<file path="config.mk">
export PLATFORM = sky130hd
export DESIGN_NAME = parking_gate_ctrl
export DESIGN_NICKNAME = d
export VERILOG_FILES = /design/src/rtl/parking_pkg.sv /design/src/rtl/parking_debounce.sv /design/src/rtl/parking_gate_ctrl.sv
export SDC_FILE = /design/constraint.sdc
export NUM_CORES = 1
export LEC_CHECK = 0
export ABC_AREA = 1
export CAP_MARGIN = 40
export CORE_MARGIN = 2
export CORE_UTILIZATION = 30
export CTS_BUF_LIST = sky130_fd_sc_hd__clkbuf_8
export DETAILED_ROUTE_END_ITERATION = 8
export PLACE_DENSITY_LB_ADDON = 0.1
export SLEW_MARGIN = 20
export SYNTH_ARGS = -nofsm -noshare
export SYNTH_HDL_FRONTEND = slang
export SYNTH_SLANG_ARGS = --single-unit
</file>
<file path="constraint.sdc">
create_clock -name clk -period 2.25 [get_ports clk]
set_input_delay 0.45 -clock clk [delete_from_list [all_inputs] [get_ports clk]]
set_output_delay 0.45 -clock clk [all_outputs]
set_load 0.005 [all_outputs]
</file>
<file path="src/rtl/parking_pkg.sv">
// parking_pkg: shared gate FSM state type and default timing constants for the parking front end
package parking_pkg;
  typedef enum logic [2:0] {IDLE, DEB, DECIDE, CHECK, OPEN, DENY} gate_state_t;
  localparam int COUNT_W = 9;
  localparam int DEF_DEBOUNCE_CYCLES = 4;
  localparam int DEF_OPEN_CYCLES = 16;
endpackage

</file>
<file path="src/rtl/parking_debounce.sv">
// parking_debounce: counts consecutive high loop samples; done flags that the next sample completes the debounce
//   clk, reset : clock, async active-high reset
//   start      : load the counter with 1 (first high sample)
//   step       : increment on a further high sample; counter clears when neither start nor step
//   done       : counter already holds CYCLES-1
module parking_debounce #(
  parameter int CYCLES = 4
) (
  input  logic clk,
  input  logic reset,
  input  logic start,
  input  logic step,
  output logic done
);
  localparam int W = $clog2(CYCLES + 1);
  logic [W-1:0] cnt;
  always_ff @(posedge clk or posedge reset)
    if (reset) cnt <= '0;
    else cnt <= start ? W'(1) : step ? cnt + 1'b1 : '0;
  assign done = cnt == W'(CYCLES - 1);
endmodule

</file>
<file path="src/rtl/parking_gate_ctrl.sv">
// parking_gate_ctrl: entry/exit gate front end issuing admission pulses to Parking and driving the barriers
//   clk, reset                         : clock, async active-high reset
//   entry_detect/exit_detect           : raw loop sensor levels
//   entry_uni_tag/exit_uni_tag         : university permit tags, latched when debounce completes
//   uni_is_vacated_space, is_vacated_space, illegal_enter, illegal_exit : status from Parking
//   car_entered/car_exited (+is_uni_*) : one-cycle requests to Parking
//   *_barrier_open, *_denied, *_fault  : barrier, refusal and sticky open-timeout outputs
//   PARKING_GATE_SERIALIZE_EN          : when defined, entry and exit pulses never coincide (exit wins)
module parking_gate_ctrl
  import parking_pkg::*;
#(
  parameter int DEBOUNCE_CYCLES = DEF_DEBOUNCE_CYCLES,
  parameter int OPEN_CYCLES = DEF_OPEN_CYCLES
) (
  input  logic clk,
  input  logic reset,
  input  logic entry_detect,
  input  logic entry_uni_tag,
  input  logic exit_detect,
  input  logic exit_uni_tag,
  input  logic uni_is_vacated_space,
  input  logic is_vacated_space,
  input  logic illegal_enter,
  input  logic illegal_exit,
  output logic car_entered,
  output logic is_uni_car_entered,
  output logic car_exited,
  output logic is_uni_car_exited,
  output logic entry_barrier_open,
  output logic exit_barrier_open,
  output logic entry_denied,
  output logic exit_denied,
  output logic entry_fault,
  output logic exit_fault
);
`ifdef PARKING_GATE_SERIALIZE_EN
  localparam bit SERIALIZE = 1'b1;
`else
  localparam bit SERIALIZE = 1'b0;
`endif
  localparam int OW = $clog2(OPEN_CYCLES + 1);
  logic [1:0] det, tag_in, ill, in_decide, pulse, uni, barrier, deny, fault;
  assign det = {exit_detect, entry_detect};
  assign tag_in = {exit_uni_tag, entry_uni_tag};
  assign ill = {illegal_exit, illegal_enter};
  // index 0 = entry gate, index 1 = exit gate
  for (genvar g = 0; g < 2; g++) begin : gate
    gate_state_t st, st_nxt;
    logic tag_r, vac_r, fault_r, done, hold, vac_now, deb_end;
    logic [OW-1:0] tcnt;
    // entry yields DECIDE to a simultaneous exit decision when serialized
    assign hold = (g == 0) && SERIALIZE && in_decide[1];
    assign deb_end = st == DEB && det[g] && done;
    // vacancy is registered with the tag so the pulse stays a pure state decode; exit never needs a space
    assign vac_now = (g == 1) || ((deb_end ? tag_in[g] : tag_r) ? uni_is_vacated_space : is_vacated_space);
    parking_debounce #(.CYCLES(DEBOUNCE_CYCLES)) u_deb (
      .clk(clk),
      .reset(reset),
      .start(st == IDLE && det[g]),
      .step(st == DEB && det[g]),
      .done(done)
    );
    always_comb begin
      st_nxt = st;
      case (st)
        IDLE: st_nxt = det[g] ? DEB : IDLE;
        DEB: st_nxt = !det[g] ? IDLE : done ? DECIDE : DEB;
        DECIDE: st_nxt = hold ? DECIDE : vac_r ? CHECK : DENY;
        CHECK: st_nxt = ill[g] ? DENY : OPEN;
        OPEN, DENY: st_nxt = det[g] ? st : IDLE;
        default: st_nxt = IDLE;
      endcase
    end
    always_ff @(posedge clk or posedge reset)
      if (reset) begin
        st <= IDLE;
        tag_r <= 1'b0;
        vac_r <= 1'b0;
        tcnt <= '0;
        fault_r <= 1'b0;
      end else begin
        st <= st_nxt;
        if (deb_end) tag_r <= tag_in[g];
        if (deb_end || (st == DECIDE && hold)) vac_r <= vac_now;
        tcnt <= (st == OPEN && det[g]) ? ((tcnt == OW'(OPEN_CYCLES)) ? tcnt : tcnt + 1'b1) : '0;
        if (st == OPEN && det[g] && tcnt == OW'(OPEN_CYCLES - 1)) fault_r <= 1'b1;
      end
    assign in_decide[g] = st == DECIDE;
    assign pulse[g] = st == DECIDE && vac_r && !hold;
    assign uni[g] = pulse[g] && tag_r;
    assign barrier[g] = st == OPEN;
    assign deny[g] = st == DENY;
    assign fault[g] = fault_r;
  end
  assign car_entered = pulse[0];
  assign is_uni_car_entered = uni[0];
  assign car_exited = pulse[1];
  assign is_uni_car_exited = uni[1];
  assign entry_barrier_open = barrier[0];
  assign exit_barrier_open = barrier[1];
  assign entry_denied = deny[0];
  assign exit_denied = deny[1];
  assign entry_fault = fault[0];
  assign exit_fault = fault[1];
endmodule

</file>
; Word level (Yosys, flattened, before mapping)
; Cells that the tools add are included.
[word_totals]
reg_bits = 28
inputBits = 10
output_inout_bits = 10
word_cells = 78
[classes]
add_sub_neg = 4
eq_ne = 20
mux = 24
n_reduce_logical = 18
[op_table]
columns = op, count
row1 = $pmux W3 S5, 2
row2 = $mux W3, 8
row3 = $mux W5, 4
row4 = $eq A3 B2 Y1 const B, 6
row5 = $logic_and A1 B1 Y1, 14
row6 = $eq A3 B3 Y1 const B, 4
row7 = $add A5 B1 Y5 const B, 2
row8 = $eq A5 B4 Y1 const B, 2
row9 = $eq A5 B5 Y1 const B, 2
row10 = $mux W2, 4
row11 = $ne A2 B2 Y1 const B, 4
row12 = $add A3 B1 Y3 const B, 2
row13 = $eq A3 B1 Y1 const B, 2
row14 = $logic_not A3 Y1, 2
row15 = $mux W1, 6
row16 = $reduce_or A2 Y1, 2

; Depth between registers and ports, before layout
[logic_depth]
depth_word = 5
depth_mapped = 9
ltp_nobuf = 9

; Cells and area by module
; From an unflattened synthesis, not the netlist that was laid out.
[hier_totals]
cells_unflattened = 175
area_unflattened_um2 = 1465.2
[modules_own_cells]
columns = mod, n_inst, cells_per_inst, area_per_inst_um2, seq_area_each_um2
row1 = parking_gate_ctrl, 1, 145, 1189.9, 550.5
row2 = parking_debounce, 2, 15, 137.6, 75.1

; Worst setup path after synthesis
; No wires, ideal clock.
[synth_path]
path_kind = register -> register
from = register gate[0].u_deb.cnt[0]
to = register gate[0].vac_r
setup_time_ns = 0.116
arrival_time_ns = 1.096
t_required_ns = 2.134
slack_ns = 1.038
stages_incl_launch_ff = 9
path_cell_list = dfrtp_1 > ha_1 > ha_1 > nand2_1 > inv_1 > nand3_1 > nand3_1 > nand2_1 > nand2_1
[synth_via]
elab_chain_cells = 4
[synth_rtl]
columns = item, line_no
row1 = from (decl), parking_debounce.sv:16  ; logic [W-1:0] cnt;
row2 = from (signal assigned), parking_debounce.sv:19  ; else cnt <= start ? W'(1) : step ? cnt + 1'b1 : '0;
row3 = $eq A3 B2 Y1 *, parking_debounce.sv:20  ; assign done = cnt == W'(CYCLES - 1);
row4 = $logic_and A1 B1 Y1 *, parking_gate_ctrl.sv:53  ; assign deb_end = st == DEB && det[g] && done;
row5 = $mux W1, -
row6 = $mux W1, parking_gate_ctrl.sv:55  ; assign vac_now = (g == 1) || ((deb_end ? tag_in[g] : tag_r) ? uni_is_vacated_space : is_vacated_space);
row7 = to (signal assigned), parking_gate_ctrl.sv:84  ; if (deb_end || (st == DECIDE && hold)) vac_r <= vac_now;
row8 = to (decl), parking_gate_ctrl.sv:49  ; logic tag_r, vac_r, fault_r, done, hold, vac_now, deb_end;
; Every way passes the cells marked *; elsewhere a longest branch is shown, timed or not.
; A chain may end at the register's enable or synchronous reset.

; Worst setup path in the final report
[layout_path]
from = register gate[0].st[1]
to = output is_uni_car_entered
[layout_via]
elab_chain_cells = 3
[layout_rtl]
columns = item, line_no
row1 = from (decl), parking_gate_ctrl.sv:48  ; gate_state_t st, st_nxt;
row2 = from (signal assigned), parking_gate_ctrl.sv:82  ; st <= st_nxt;
row3 = $eq A3 B2 Y1, parking_gate_ctrl.sv:89  ; assign pulse[g] = st == DECIDE && vac_r && !hold;
row4 = $logic_and A1 B1 Y1, parking_gate_ctrl.sv:89
row5 = $logic_and A1 B1 Y1, parking_gate_ctrl.sv:90  ; assign uni[g] = pulse[g] && tag_r;
row6 = to (decl), parking_gate_ctrl.sv:26  ; output logic is_uni_car_entered,
; No other way between the ends.

==> flow_summary_export.csv <==
group,metric,value,unit
timing,period_minus_slack,2050,ps
die,die_w,72.3,um
setup_path,cp.arrival,1600,ps
setup_path,r2r_slack,910,ps
synth,seq_area_frac_synth,50.0,%
final_layout,antenna_cells,0,
timing,finalHoldViolCount,0,
route,totalWireLength,2.40,mm
place,place_congestion,0.834,
final_layout,fin_cells,237,
place,place_area,1660,sq um
timing,fin_tns_setup,0,ps
route,firstDrtPassIters,4,
die,core,4410,sq um
setup_path,r2r_start,"gate[0].u_deb.cnt[0]",
die,row_count,24,
timing,fin_ws,196,ps
flow_run,cap_violations,0,
status,status,"finished, final reports clean",
synth,synth_warnings,0,
place,dpl.cell_count,233,
setup_path,worstSetupPathType,"flop to output port",
setup_path,ff2ff_path_depth,8,
clock_tree,htreeDepth,1,
global_routing,use_met1,13.7,%
clock_tree,cts_setup_buffers,0,
synth,syn_avg_cell_area,8.70,sq um
synth,synth_seq_cells,28,
die,ios,20,
global_routing,busiest_layer,"met2",
die,die_y,72.3,um
timing,grt_setup_unrepaired,"false",
synth,synth_cell_types,19,
timing,skew,1.60,ps
global_routing,grt_max_degree,29,
place,dp_hpwl,1.87,mm
clock_tree,cts_num_sinks,28,
setup_path,worstPathRequired,1800,ps
timing,setup_viol,0,
global_routing,grt_pass1_wl,4.30,mm
power,p_leak,0.843,nW
synth,synth.top_cell.area_share,50.0,%
clock_tree,cts_hold_buffers,0,
clock_tree,numCtsBuffers,3,
place,portBuffers,19,
clock_tree,cts-root-buf,"clkbuf_8",
setup_path,crit_end,"is_uni_car_entered",
timing,hold_slack,466,ps
setup_path,worstSetupEndpointType,"output port",
timing,relSlewSlack,76.3,%
clock_tree,tritoncts,"built",
route,num_vias,1043,
global_routing,grt_pass1_vias,999,
hold_path,hp-class,"flop to flop",
power,power,1.14,mW
final_layout,final_layout_size_suffix_gt1_share,8.65,%
route,vias_per_cell,4.40,
power,ir_drop,0.000250,V
route,drcViolationCount,0,
synth,synth.top_cells.by_area,"dfrtp_1 50%, ha_1 9.8%, inv_1 8.6%, nor2_1 5.9%, nand2_1 5.1%",
global_routing,gr-usage-all-layers,10.3,%
global_routing,overflow,0,
timing,fmax,487,MHz
route,ant_nets,0,
die,die-area,5230,sq um
final_layout,final_nets,207,
route,drt_iter0_markers,40,
clock_tree,cts_buffer_depth,2,
setup_path,reg2reg_to,"gate[0].vac_r",
timing,tightest_slew,356,ps
final_layout,post-route-util,39.3,%
setup_path,crit_start,"gate[0].st[1]",
die,initial_core_util,31.7,%
timing,timing.final.crit_share,91.3,%
synth,synthesis.nets,182,
place,place_ws,493,ps
power,powerDensity,655,nW/um^2
clock_tree,post_cts_resized,0,
clock_tree,clk_pin_slew,90,ps
global_routing,met2_usage,16.7,%
synth,syn-cell-area,1400,sq um
synth,syn_inst,161,
setup_path,crit_fanout,5,
global_routing,met3_usage,2.08,%
clock_tree,clk_latency,270,ps
timing,drv_slew,0,
global_routing,antenna_found_initial,0,
hold_path,holdPathStages,1,
final_layout,area_growth,23.8,%
synth,synth_top_cell_by_area,"dfrtp_1",
final_layout,final_design_area_no_fill,1740,sq um
route,wl_per_cell,10.1,um
setup_path,worstSetupStartpointType,"flop",
==> placed cells by master, fill, tap and decap left out <==
master and n:
clkbuf_8 3, dfrtp_1 28, o21a_1 1, clkdlybuf4s50_1 19
buf_4 1, nor3_1 2, o31ai_1 2, bufinv_16 1
nor2_1 22, nor2_4 1, nand3_1 8, nand2_1 19
o211ai_1 2, a21o_2 1, nand3_2 3, a21oi_1 13
nor2_2 2, nor3_2 1, ha_1 11, a21o_1 1
o21ai_0 9, inv_1 32, inv_2 3
==> registers in the layout (all words and copies together) (netlist names) <==
| signal | count |
|---|---|
| gate.tcnt | 10 |
| gate.st | 6 |
| gate.u_deb.cnt | 6 |
| gate.tag_r | 2 |
| gate.vac_r | 2 |
| entry_fault | 1 |
| exit_fault | 1 |
==> power breakdown <==
group / internal (mW) / switching [mW] / leakage [nW]
sequential: 0.547 / 0.0321 / 0.372
clock: 0.238 / 0.153 / 0.0357
combinational: 0.0699 / 0.0963 / 0.435
==> area by class of cell <==
cell class	count	area [sq um]
tap	52	65.1
clock inverter	1	30.0
sequential	28	701
timing repair buffer	20	198
fill	430	2680
clock buffer	3	41.3
inverter	35	131
multi-input combinational	98	569
==> Yosys cell counts, drive strengths merged <==
cell type   n
inv        35
dfrtp      28
nor2       25
nand2      19
a21oi      13
ha         11
nand3      11
o21ai       9
nor3        3
a21o        2
o211ai      2
o31ai       2
o21a        1
==> worst min-delay path by stage <==
stage	from	to	slack, ps
2_1_floorplan	gate[1].vac_r	gate[1].vac_r	420
3_3_place_gp	exit_fault	exit_fault	440
3_5_place_dp	entry_fault	entry_fault	450
4_1_cts	entry_fault	entry_fault	470
5_1_grt	gate[1].u_deb.cnt[0]	gate[1].u_deb.cnt[0]	500
6_report	entry_fault	entry_fault	470
==> cells by family after synthesis <==
logic type | after synthesis | share of synthesized area (%)
fa+ha+maj | 11 | 9.82
flops | 28 | 50.0
compound gates | 29 | 11.7
simple gates | 58 | 19.1
buf+inv | 35 | 9.38
==> per-layer routing <==
layer / vias up / part of all wire [%] / routed length (um)
li1: 560 / - / -
met1: 469 / 50 / 1210
met2: 12 / 46 / 1110
met3: 2 / 2.6 / 62
met4: 0 / 0.79 / 19
met5: - / 0 / 0
==> worst max-delay path: stages (launching register included) <==
cell             delay (ps)
dfrtp_1                 430
inv_2                    80
nor2_1                  120
nand2_1                 110
nor2_1                   90
clkdlybuf4s50_1         500
No activity file was read; power rests on OpenSTA's default activity.
